===== src/rtl/spi_req_arbiter.sv =====
// Round-robin arbiter sharing one SPI master between two byte-transfer requesters; grant 1 cycle after req in IDLE.
// Requesters hold req until their done pulse; every busy_m wait is bounded by TIMEOUT_CYC, then err flags the transfer.
module spi_req_arbiter #(
    parameter int GAP_CYC     = 2,
    parameter int TIMEOUT_CYC = 1023
) (
    input  logic       clk,
    input  logic       rst,
    input  logic       req0,
    input  logic       req1,
    input  logic [7:0] tx0,
    input  logic [7:0] tx1,
    output logic [1:0] gnt,
    output logic       done0,
    output logic       done1,
    output logic [7:0] rx_data,
    output logic       err,
    output logic [7:0] m_data_send,
    output logic       ss,
    input  logic       busy_m,
    input  logic [7:0] m_rece
);
    typedef enum logic [2:0] {IDLE, START, XFER, DONE, GAP} state_t;

    localparam logic [9:0] TO_LAST  = 10'(TIMEOUT_CYC);
    localparam logic [3:0] GAP_LAST = 4'(GAP_CYC - 1);

    state_t     state;
    logic [9:0] wait_cnt;
    logic [3:0] gap_cnt;
    logic       last_gnt;
    logic       win;
    logic       wait_expired;

    // A tie goes to whoever was not served last; last_gnt=1 hands the first tie to req0.
    assign win          = req1 & (~req0 | ~last_gnt);
    assign wait_expired = (wait_cnt == TO_LAST);

    always_ff @(posedge clk) begin
        if (rst) begin
            state       <= IDLE;
            ss          <= 1'b1;
            gnt         <= 2'b00;
            done0       <= 1'b0;
            done1       <= 1'b0;
            err         <= 1'b0;
            rx_data     <= 8'h00;
            m_data_send <= 8'h00;
            wait_cnt    <= 10'd0;
            gap_cnt     <= 4'd0;
            last_gnt    <= 1'b1;
        end else begin
            done0 <= 1'b0;
            done1 <= 1'b0;
            err   <= 1'b0;
            case (state)
                IDLE: begin
                    if (req0 | req1) begin
                        m_data_send <= win ? tx1 : tx0;
                        gnt         <= win ? 2'b10 : 2'b01;
                        last_gnt    <= win;
                        ss          <= 1'b0;
                        wait_cnt    <= 10'd0;
                        state       <= START;
                    end
                end
                START: begin
                    if (busy_m) begin
                        wait_cnt <= 10'd0;
                        state    <= XFER;
                    end else if (wait_expired) begin
                        rx_data <= 8'h00;
                        done0   <= gnt[0];
                        done1   <= gnt[1];
                        err     <= 1'b1;
                        state   <= DONE;
                    end else begin
                        wait_cnt <= wait_cnt + 10'd1;
                    end
                end
                XFER: begin
                    // The counter stops at TO_LAST because expiry leaves the state before any further increment.
                    if (!busy_m) begin
                        rx_data <= m_rece;
                        done0   <= gnt[0];
                        done1   <= gnt[1];
                        state   <= DONE;
                    end else if (wait_expired) begin
                        rx_data <= 8'h00;
                        done0   <= gnt[0];
                        done1   <= gnt[1];
                        err     <= 1'b1;
                        state   <= DONE;
                    end else begin
                        wait_cnt <= wait_cnt + 10'd1;
                    end
                end
                DONE: begin
                    ss      <= 1'b1;
                    gnt     <= 2'b00;
                    gap_cnt <= 4'd0;
                    state   <= GAP;
                end
                GAP: begin
                    if (gap_cnt == GAP_LAST) begin
                        state <= IDLE;
                    end else begin
                        gap_cnt <= gap_cnt + 4'd1;
                    end
                end
                default: state <= IDLE;
            endcase
        end
    end
endmodule


===== config.mk =====
export PLATFORM = sky130hd
export DESIGN_NAME = spi_req_arbiter
export DESIGN_NICKNAME = d
export VERILOG_FILES = /design/src/rtl/spi_req_arbiter.sv
export SDC_FILE = /design/constraint.sdc
export NUM_CORES = 1
export LEC_CHECK = 0
export BUFFER_PORTS_ARGS = -buffer_cell sky130_fd_sc_hd__buf_2
export CAP_MARGIN = 0
export CORE_ASPECT_RATIO = 1.1
export CORE_MARGIN = 3
export CORE_UTILIZATION = 56
export CTS_CLUSTER_SIZE = 24
export DETAILED_ROUTE_END_ITERATION = 6
export GPL_TIMING_DRIVEN = 0
export HOLD_SLACK_MARGIN = 0.05
export PLACE_DENSITY_LB_ADDON = 0.08
export SYNTH_ARGS = -nofsm -noshare
export SYNTH_HDL_FRONTEND = slang
export SYNTH_SLANG_ARGS = --single-unit
export TNS_END_PERCENT = 20

===== constraint.sdc =====
create_clock -name clk -period 3.35 [get_ports clk]
set_clock_uncertainty 0.15 [all_clocks]
set_input_delay 0.335 -clock clk [delete_from_list [all_inputs] [get_ports clk]]
set_output_delay 0.335 -clock clk [all_outputs]
set_load 0.02 [all_outputs]

Word level (Yosys, flattened, before mapping). Index checks and enable logic that the tools add are counted.

Output and inout port bits: 22. Input port bits: 29. Flip-flop bits (word level): 40. Logic and storage cells: 75.

Bitwise gates (word level): 5. Reduce and logical (&&, ||, !) cells: 11. Equality and inequality tests: 11. Mux-type cells: 35. $add $sub $neg: 2.

Operators with widths (count): 10-bit two-way mux (4); 8-bit two-way mux (4); 10-bit case mux with 3 select lines (1); 8-bit case mux with 2 select lines (1); 3-bit two-way mux (5); 3-bit case mux with 5 select lines (1); 10-bit by 1-bit adder with 10-bit output, second input constant (1); 10-bit equality test, second input constant (1); 1-bit two-way mux (10); 2-bit inequality test, second input constant (5); 2-bit AND reduction (5); 1-bit case mux with 2 select lines (4); 4-bit case mux with 2 select lines (1); 3-bit by 2-bit equality test with 1-bit output, second input constant (2); 2-bit nonzero test (3); 4-bit by 1-bit adder with 4-bit output, second input constant (1); 4-bit by 1-bit equality test with 1-bit output, second input constant (1); 2-bit two-way mux (2); 4-bit two-way mux (1); 2-bit case mux with 2 select lines (1); 3-bit by 1-bit equality test with 1-bit output, second input constant (1); 3-bit equality test, second input constant (1); 3-bit zero test (1); 3-bit AND reduction (1); other kinds (4) (6).

Longest topological paths before layout. Gate-level depths: netlist of the first run.

Word-level depth: 6. Depth in mapped cells: 6. Depth with buffers taken out: 6.

Least setup slack after synthesis of the first run. No wires, ideal clock.

Path kind: reg-to-reg. Start point: register gap_cnt[0]. End point: register gap_cnt[1]. Period minus slack after synthesis: 1705 ps. Required time: 3072 ps. Arrival: 1427 ps. Setup time: 128 ps. Path buffers: 0. Setup slack: 1645 ps. Stages on the path, launching flop included: 6. Cells stage by stage: dfxtp_1 > ha_1 > or3b_2 > a21oi_2 > mux2i_1 > nor2_1.

Word-level cells in the longest chain between the ends: 3. Elaborated cells on any way between the ends: 6. Classes of those cells: add/sub (1); eq/ne (2); mux (2); reduce/logical (1).

RTL lines: from (decl) (RTL line 30) `logic [3:0] gap_cnt;`; from (signal assigned) (RTL line 108) `gap_cnt <= gap_cnt + 4'd1;`; 4-bit by 1-bit adder with 4-bit output or 4-bit by 1-bit equality test with 1-bit output (tied branches) (RTL line 108, 105); 4-bit two-way mux or 2-bit inequality test (tied branches); 4-bit case mux with 2 select lines or 2-bit AND reduction (tied branches).

Several ways; a longest one is shown, not always the timed one. The select of a mux whose other input is x is not followed. A chain may end at the register's enable or synchronous reset.

Worst setup path in the final report of the first run.
Start point: register wait_cnt[0]. End point: register wait_cnt[2].

Word-level cells in the longest chain between the ends: 4. Elaborated cells on any way between the ends: 6. Classes of those cells: add/sub (1); eq/ne (1); mux (4).

RTL lines: from (decl) (RTL line 29) `logic [9:0] wait_cnt;`; from (signal assigned) (RTL line 78) `wait_cnt <= wait_cnt + 10'd1;`; from (signal assigned) (RTL line 95) `wait_cnt <= wait_cnt + 10'd1;`; 10-bit by 1-bit adder with 10-bit output or 10-bit equality test (tied branches) (RTL line 78, 95, 37); 10-bit two-way mux (*) (RTL line 71, 88); 10-bit two-way mux, on equally long branches (RTL line 83, 68); 10-bit case mux with 3 select lines (*) (RTL line 56) `case (state)`.

Mark *: on every way between the ends. The rest lies on a longest branch, timed or not. The select of a mux whose other input is x is not followed.

==> run metrics, run 1 <==
Post-synth top cells=dfxtp_1 (40), nor2_1 (20), a21oi_1 (13), a211oi_1 (10), mux2i_1 (9); FMAX=512 MHz; status=finished, final reports clean; Die H=66.9 um; leakage dissipation=1.00 nW; most numerous cell in the Yosys netlist=dfxtp_1; core footprint=0.00313 mm2; Hold Violations, Final=0; RePlAce Congestion=0.872; largest area contributor in the netlist=dfxtp_1; worst skew pair latency=around 350 ps; setup bufs post-CTS=0; post-synth top area share=~42%; Critical Path AT=2070 ps; initial antenna violation count=0; final core occ=74.1%; Async SR Flop Fraction=0%; Net count, final=roughly 290; fin crit share=58.3%; crit end category=register; first-pass GRT wire length=7.23 mm; vias per cell=around 6.0; worst-path cell chain=ha_1 > nand3_2 > nor3_4 > buf_2 > nor2_1 > a311oi_1; Num CTS Buffers=5; Hold WC Path Type=in -> reg; Clock Sinks=40; Synth Flop Type=dfxtp_1; all-layer global routing usage=23.3%; CTS tree=yes; worst rel slew slack=48.8%; Post-DP HPWL=3.20 mm; pwr dens=453 mW/mm2; Hold Path End=rx_data[6]; initial drt markers=between 100 and 150; max-slew violation count=0; CP max-delay cell=dfxtp_1; Crit Path Class=reg -> reg; hold path startpoint=m_rece[6]; syn_nets=around 230; layout cells sized above 1=around 31%; grt total ovfl=0; I/O pin total=51; full die area=0.00411 mm2; Buf/Inv on CP=1; synth unique cells=51; count of final setup violators=0; RR Startpoint=wait_cnt[0]; hold-critical path depth=2; Clock transition at path regs=120 ps; FF-to-FF path depth=6; Die Width=61.4 um; Yosys reg bits=40; synth warn=0; min cycle time layout=1950 ps; floorplan row count=21; worst-margin pin slew=762 ps; routed len/inst=between 10 and 15 um; port bufs=49; Post-DRT Antenna Nets=0; H-Tree Depth=2; Routed WL=4.34 mm; Starting Density=about three fifths; VDD IR-drop max=0.000319 V; maximum fanout count along the critical path=10; area grow syn2layout=22.6%; RSZ-0062 raised after global routing=no; number of synthesized flops with an enable pin=0; setup TNS=0 ps; area of the mapped netlist=0.00189 mm2; register area share after synthesis=42.4%; FF-to-FF setup slack=1400 ps; via count=about 1,700; Post-Syn Instances=193; R2R Path End=wait_cnt[2]; DRC=0; CP Data Required Time=3460 ps; CP Launch Type=register; pin count of the biggest net entering global routing=14; largest cells by area after synthesis=dfxtp_1 (42%), mux2i_1 (4.8%), a211oi_1 (4.0%); Crit path largest cell delay=400 ps; # diodes=0; CTS Buffer Depth=2; vias in the first global route=1,610; Avg Inst Size Synth=9.79 um2; clk root buf=clkbuf_4; DR pass1 iterations=4; Max Cap Viol=0; Top delay family on crit path=simple AND/OR/NAND/NOR gates
-- power breakdown --
group / total, mW / internal, mW / switching (mW)
registers: 0.519 / 0.503 / 0.0162
clock network: 0.317 / 0.156 / 0.161
logic: 0.213 / 0.0883 / 0.125
total: 1.05 / 0.747 / 0.302
-- worst reg2reg max path, delay by kind of cell, from the launching register on --
kind | cells | cell delay [ps]
AO/OA/AOI/OAI | 1 | 250
buffers and inverters | 1 | 250
adder cells (fa/ha/maj) | 1 | 240
AND/OR/NAND/NOR | 3 | 580
flip-flops | 1 | 400
-- layer usage --
layer	wire (um)	up-vias	GRT usage, %
met2	2250	56	38.6
met4	51	0	7.69
met1	1800	821	28.8
met5	0	-	0
li1	-	854	-
met3	237	9	6.20
-- sequential cells by signal, summed over array words and instances (netlist names) --
register and count:
done1 1, ss 1, gap_cnt 4, state 3
m_data_send 8, gnt 2, rx_data 8, done0 1
wait_cnt 10, last_gnt 1, err 1
-- cell usage in the layout, fill, tap and decap left out, types with 2 or more instances in the layout --
master         instances
clkbuf_4               5
o21ai_0                6
and3_1                 3
nand2_1                5
dlygate4sd3_1          6
o41ai_1                3
nor3b_1                2
nor2_1                20
a21o_1                 3
nor2b_1                4
dfxtp_1               40
o31ai_1                3
a211oi_1              10
a22o_1                 8
a21boi_0               2
nor3_1                 4
nand3_1                4
ha_1                   3
clkbuf_1               2
mux2i_1                9
or3_1                  4
or4_1                  5
inv_1                  5
a21oi_1               13
a21oi_2                3
buf_6                  3
buf_2                 52
-- cells by family after synthesis --
kind of cell             Yosys count  share of synthesized area [%]
flip-flops                        40                           42.4
AO/OA/AOI/OAI                     56                           22.5
multiplexers                      10                           5.36
adder cells (fa/ha/maj)            3                           1.99
XOR/XNOR                           1                          0.464
buffers and inverters             15                           4.57
AND/OR/NAND/NOR                   68                           22.7
-- cell type report --
class | instances | area [um2]
Inverter | 5 | 18.8
Tap cell | 34 | 42.5
Multi-Input combinational cell | 138 | 1000
Clock inverter | 3 | 42.5
Fill cell | 232 | 810
Timing Repair Buffer | 55 | 305
Clock buffer | 5 | 37.5
Sequential cell | 40 | 801
Buffer | 10 | 67.6
-- how the worst max path moves through the flow --
stage,from,end,slack [ps],depth (start not counted)
6_report,wait_cnt[0],wait_cnt[2],1400,6
5_1_grt,wait_cnt[0],wait_cnt[2],1240,6
4_1_cts,wait_cnt[0],wait_cnt[2],1390,6
3_5_place_dp,busy_m,rx_data[2],1410,5
3_3_place_gp,busy_m,rx_data[2],1470,5
2_1_floorplan,gap_cnt[0],gap_cnt[1],1640,5
-- timing repair --
item | CTS | global route
endpoints found under the setup margin | 0 | 0
hold buffers | 6 | 0
gates resized for setup | 0 | 0
hold endpoints to repair | 6 | 0
-- stage by stage --
| step | instance area, um2 | hold slack [ps] | setup slack (ps) | power, mW | cells |
|---|---|---|---|---|---|
| 2_1_floorplan | 1890 | 282 | 1640 | 0.671 | 193 |
| 3_3_place_gp | 2180 | 284 | 1470 | 0.725 | 276 |
| 3_5_place_dp | 2180 | 293 | 1410 | 0.736 | 276 |
| 4_1_cts | 2320 | 69.1 | 1390 | 1.05 | 290 |
| 5_1_grt | 2320 | 50.6 | 1240 | 1.10 | 290 |
| 6_report | 2320 | 73.1 | 1400 | 1.05 | 290 |
No activity file was read; power rests on OpenSTA's default activity.
==> run 2, diff against run 1 <==
--- a/config.mk
+++ b/config.mk
@@ -5,11 +5,12 @@
 export SDC_FILE = /design/constraint.sdc
 export NUM_CORES = 1
 export LEC_CHECK = 0
+export ABC_AREA = 1
 export BUFFER_PORTS_ARGS = -buffer_cell sky130_fd_sc_hd__buf_2
 export CAP_MARGIN = 0
 export CORE_ASPECT_RATIO = 1.1
 export CORE_MARGIN = 3
-export CORE_UTILIZATION = 56
+export CORE_UTILIZATION = 51
 export CTS_CLUSTER_SIZE = 24
 export DETAILED_ROUTE_END_ITERATION = 6
 export GPL_TIMING_DRIVEN = 0
==> constraint.sdc (replaced) <==
create_clock -name clk -period 1.8 [get_ports clk]
set_clock_uncertainty 0.15 [all_clocks]
set_input_delay 0.18 -clock clk [delete_from_list [all_inputs] [get_ports clk]]
set_output_delay 0.18 -clock clk [all_outputs]
set_load 0.02 [all_outputs]
==> run 2 against run 1 <==
  * Utilization decreased by 1.2 points
  * Cell count increased by 38%
  * Largest power group unchanged
  * Power increased by 99%
  * First-iteration DRC count decreased by 23%
  * Hold slack got worse by 4.3 ps
==> run metrics, run 2 <==
DR pass1 iterations=4; Die H=69.3 um; clock share of power=23.6%; core footprint=0.00341 mm2; commonest non-fill, non-tap cell in the layout=nand2_1; switching pwr=0.723 mW; Post-DRT Antenna Nets=0; maximum fanout count along the critical path=9; Clock transition at path regs=130 ps; Routed met3 length=287 um; vias in the first global route=1,926; Max Cap Viol=0; all-layer global routing usage=23.4%; most numerous cell in the Yosys netlist=nand2_1; Routed WL=4.96 mm; floorplan row count=22; layout cells sized above 1=20.4%; area post-placement=roughly 0.0022 mm2; FMAX=approximately 600 MHz; area grow syn2layout=34.1%; pwr dens=840 mW/mm2; count of final setup violators=0; Yosys reg bits=40; CTS Buffer Depth=2; number of flip-flops under the largest register name=10; number of synthesized flops with an enable pin=0; via count=slightly above 2,000; full die area=0.00440 mm2; RePlAce Congestion=0.841; syn_nets=302; RSZ-0062 raised after global routing=yes; grt total ovfl=0; port bufs=50; most frequent cells in the layout=nand2_1 (73), buf_2 (51), dfxtp_1 (40), a21oi_1 (34), inv_1 (31); Num CTS Buffers=5; Synth Flop Type=dfxtp_1; M1 WL=2.21 mm; crit end category=register; initial antenna violation count=0; Post-DP HPWL=3.17 mm; first-pass GRT wire length=around 8.4 mm; sequential power share=48.8%; Worst Slack Setup Final=127 ps; area of the mapped netlist=roughly 0.0019 mm2; I/O pin total=just over 50; post-synth top area share=43.1%; VDD IR-drop max=0.000593 V; setup bufs post-CTS=0; CTS tree=yes; Pint=1.37 mW; vias per cell=a little over 5; DRC=0; Starting Density=approximately 54%; Top Metal Used=met4; largest cells by area after synthesis=dfxtp_1 (43%), nand2_1 (15%), a21oi_1 (9.2%); largest area contributor in the netlist=dfxtp_1; fill count=roughly 300; register area share after synthesis=around 43%; routed len/inst=12.4 um; worst rel slew slack=around two thirds; Critical Path AT=1760 ps; pre-CTS WS=67.9 ps; worst-margin pin slew=529 ps; H-Tree Depth=2; sw frac=34.6%; initial drt markers=slightly below 90; Avg Inst Size Synth=roughly 6.9 um2; worst skew pair latency=~350 ps; wire length on met2=between 2 and 2.5 mm; max-slew violation count=0; Tot Pwr=around 2.1 mW; top flop regs=wait_cnt (10), m_data_send (8), rx_data (8); Post-Syn Instances=270; status=finished, final reports clean; fin crit share=92.9%; synth unique cells=26; Top reg by flops=wait_cnt; Logic pwr share=between 20% and 30%; min cycle time layout=1670 ps; CP Data Required Time=1880 ps; Die Width=63.5 um; leakage dissipation=1.19 nW; Net count, final=about 380; Post-synth top cells=nand2_1 (73), dfxtp_1 (40), a21oi_1 (34), inv_1 (31), nand3_1 (26); CP Launch Type=register; clk root buf=clkbuf_4; Hold WC Path Type=in -> reg; Hold Violations, Final=0; Async SR Flop Fraction=0%; Design Area, Final=0.00249 mm2; Crit Path Class=reg -> reg; pin count of the biggest net entering global routing=13; synth warn=0; # diodes=0; Clock Sinks=40
-- run 2: cell families (layout without fill, tap and decap cells) --
| group | count (synthesis) | after routing | share of synthesized area (%) |
|---|---|---|---|
| buffers and inverters | 38 | 121 | 8.02 |
| adder cells (fa/ha/maj) | 3 | 3 | 2.02 |
| AND/OR/NAND/NOR | 138 | 138 | 32.5 |
| flip-flops | 40 | 40 | 43.1 |
| AO/OA/AOI/OAI | 51 | 51 | 14.3 |
-- run 2: final cells by class --
cell class | count | area (um2) | share of cell area, %
Multi-Input combinational cell | 192 | 917 | 36.8
Sequential cell | 40 | 801 | 32.2
Timing Repair Buffer | 75 | 500 | 20.1
Inverter | 33 | 124 | 4.97
Tap cell | 48 | 60.1 | 2.41
Clock buffer | 7 | 55.1 | 2.21
Buffer | 5 | 25.0 | 1.01
Clock inverter | 1 | 7.51 | 0.302
-- run 2: what timing repair did --
item                                    CTS  global route
gates resized for setup                   0             2
endpoints found under the setup margin    0            17
hold endpoints to repair                 20             0
hold buffers                             25             0
-- run 2: through the flow --
step / std cells / setup TNS [ps] / hold slack [ps] / util [%]
2_1_floorplan: 270 / 0 / 106 / -
3_3_place_gp: 368 / 0 / 281 / 63.5
3_5_place_dp: 368 / 0 / 285 / 63.5
4_1_cts: 401 / 0 / 65.0 / 72.7
5_1_grt: 401 / -42.0 / 90.2 / 72.9
6_report: 401 / 0 / 68.8 / 72.9
-- run 2: layer usage --
layer	vias up	GRT usage [%]
met5	-	0
met4	0	7.67
met3	12	6.16
met2	63	39.7
met1	924	28.7
li1	1034	-
-- run 2: power groups by stage --
| stage | logic [mW] | registers, mW | clock network (mW) |
|---|---|---|---|
| after floorplan | 0.289 | 1.10 | 0 |
| after global placement | 0.510 | 1.03 | 0 |
| after detailed placement | 0.518 | 1.03 | 0 |
| after CTS | 0.560 | 1.02 | 0.499 |
| after global routing | 0.645 | 1.03 | 0.528 |
| final | 0.576 | 1.02 | 0.494 |
-- run 2: worst paths after layout --
kind,from,cells past startpoint,slack [ps],end
worst max register to register,wait_cnt[0],8,130,rx_data[7]
worst min register to register,ss,2,310,ss
worst max-delay path,wait_cnt[0],8,130,rx_data[7]
worst min-delay path,req0,4,70,m_data_send[0]
-- run 2: worst max-delay path, cell delays in order (launching register included) --
cell and delay (ps):
dfxtp_1 380, ha_1 190, nand2_1 100, nor2_4 160, nand2_1 130, nor2_4 170
nand2_4 110, nand3_1 110, a21oi_1 60
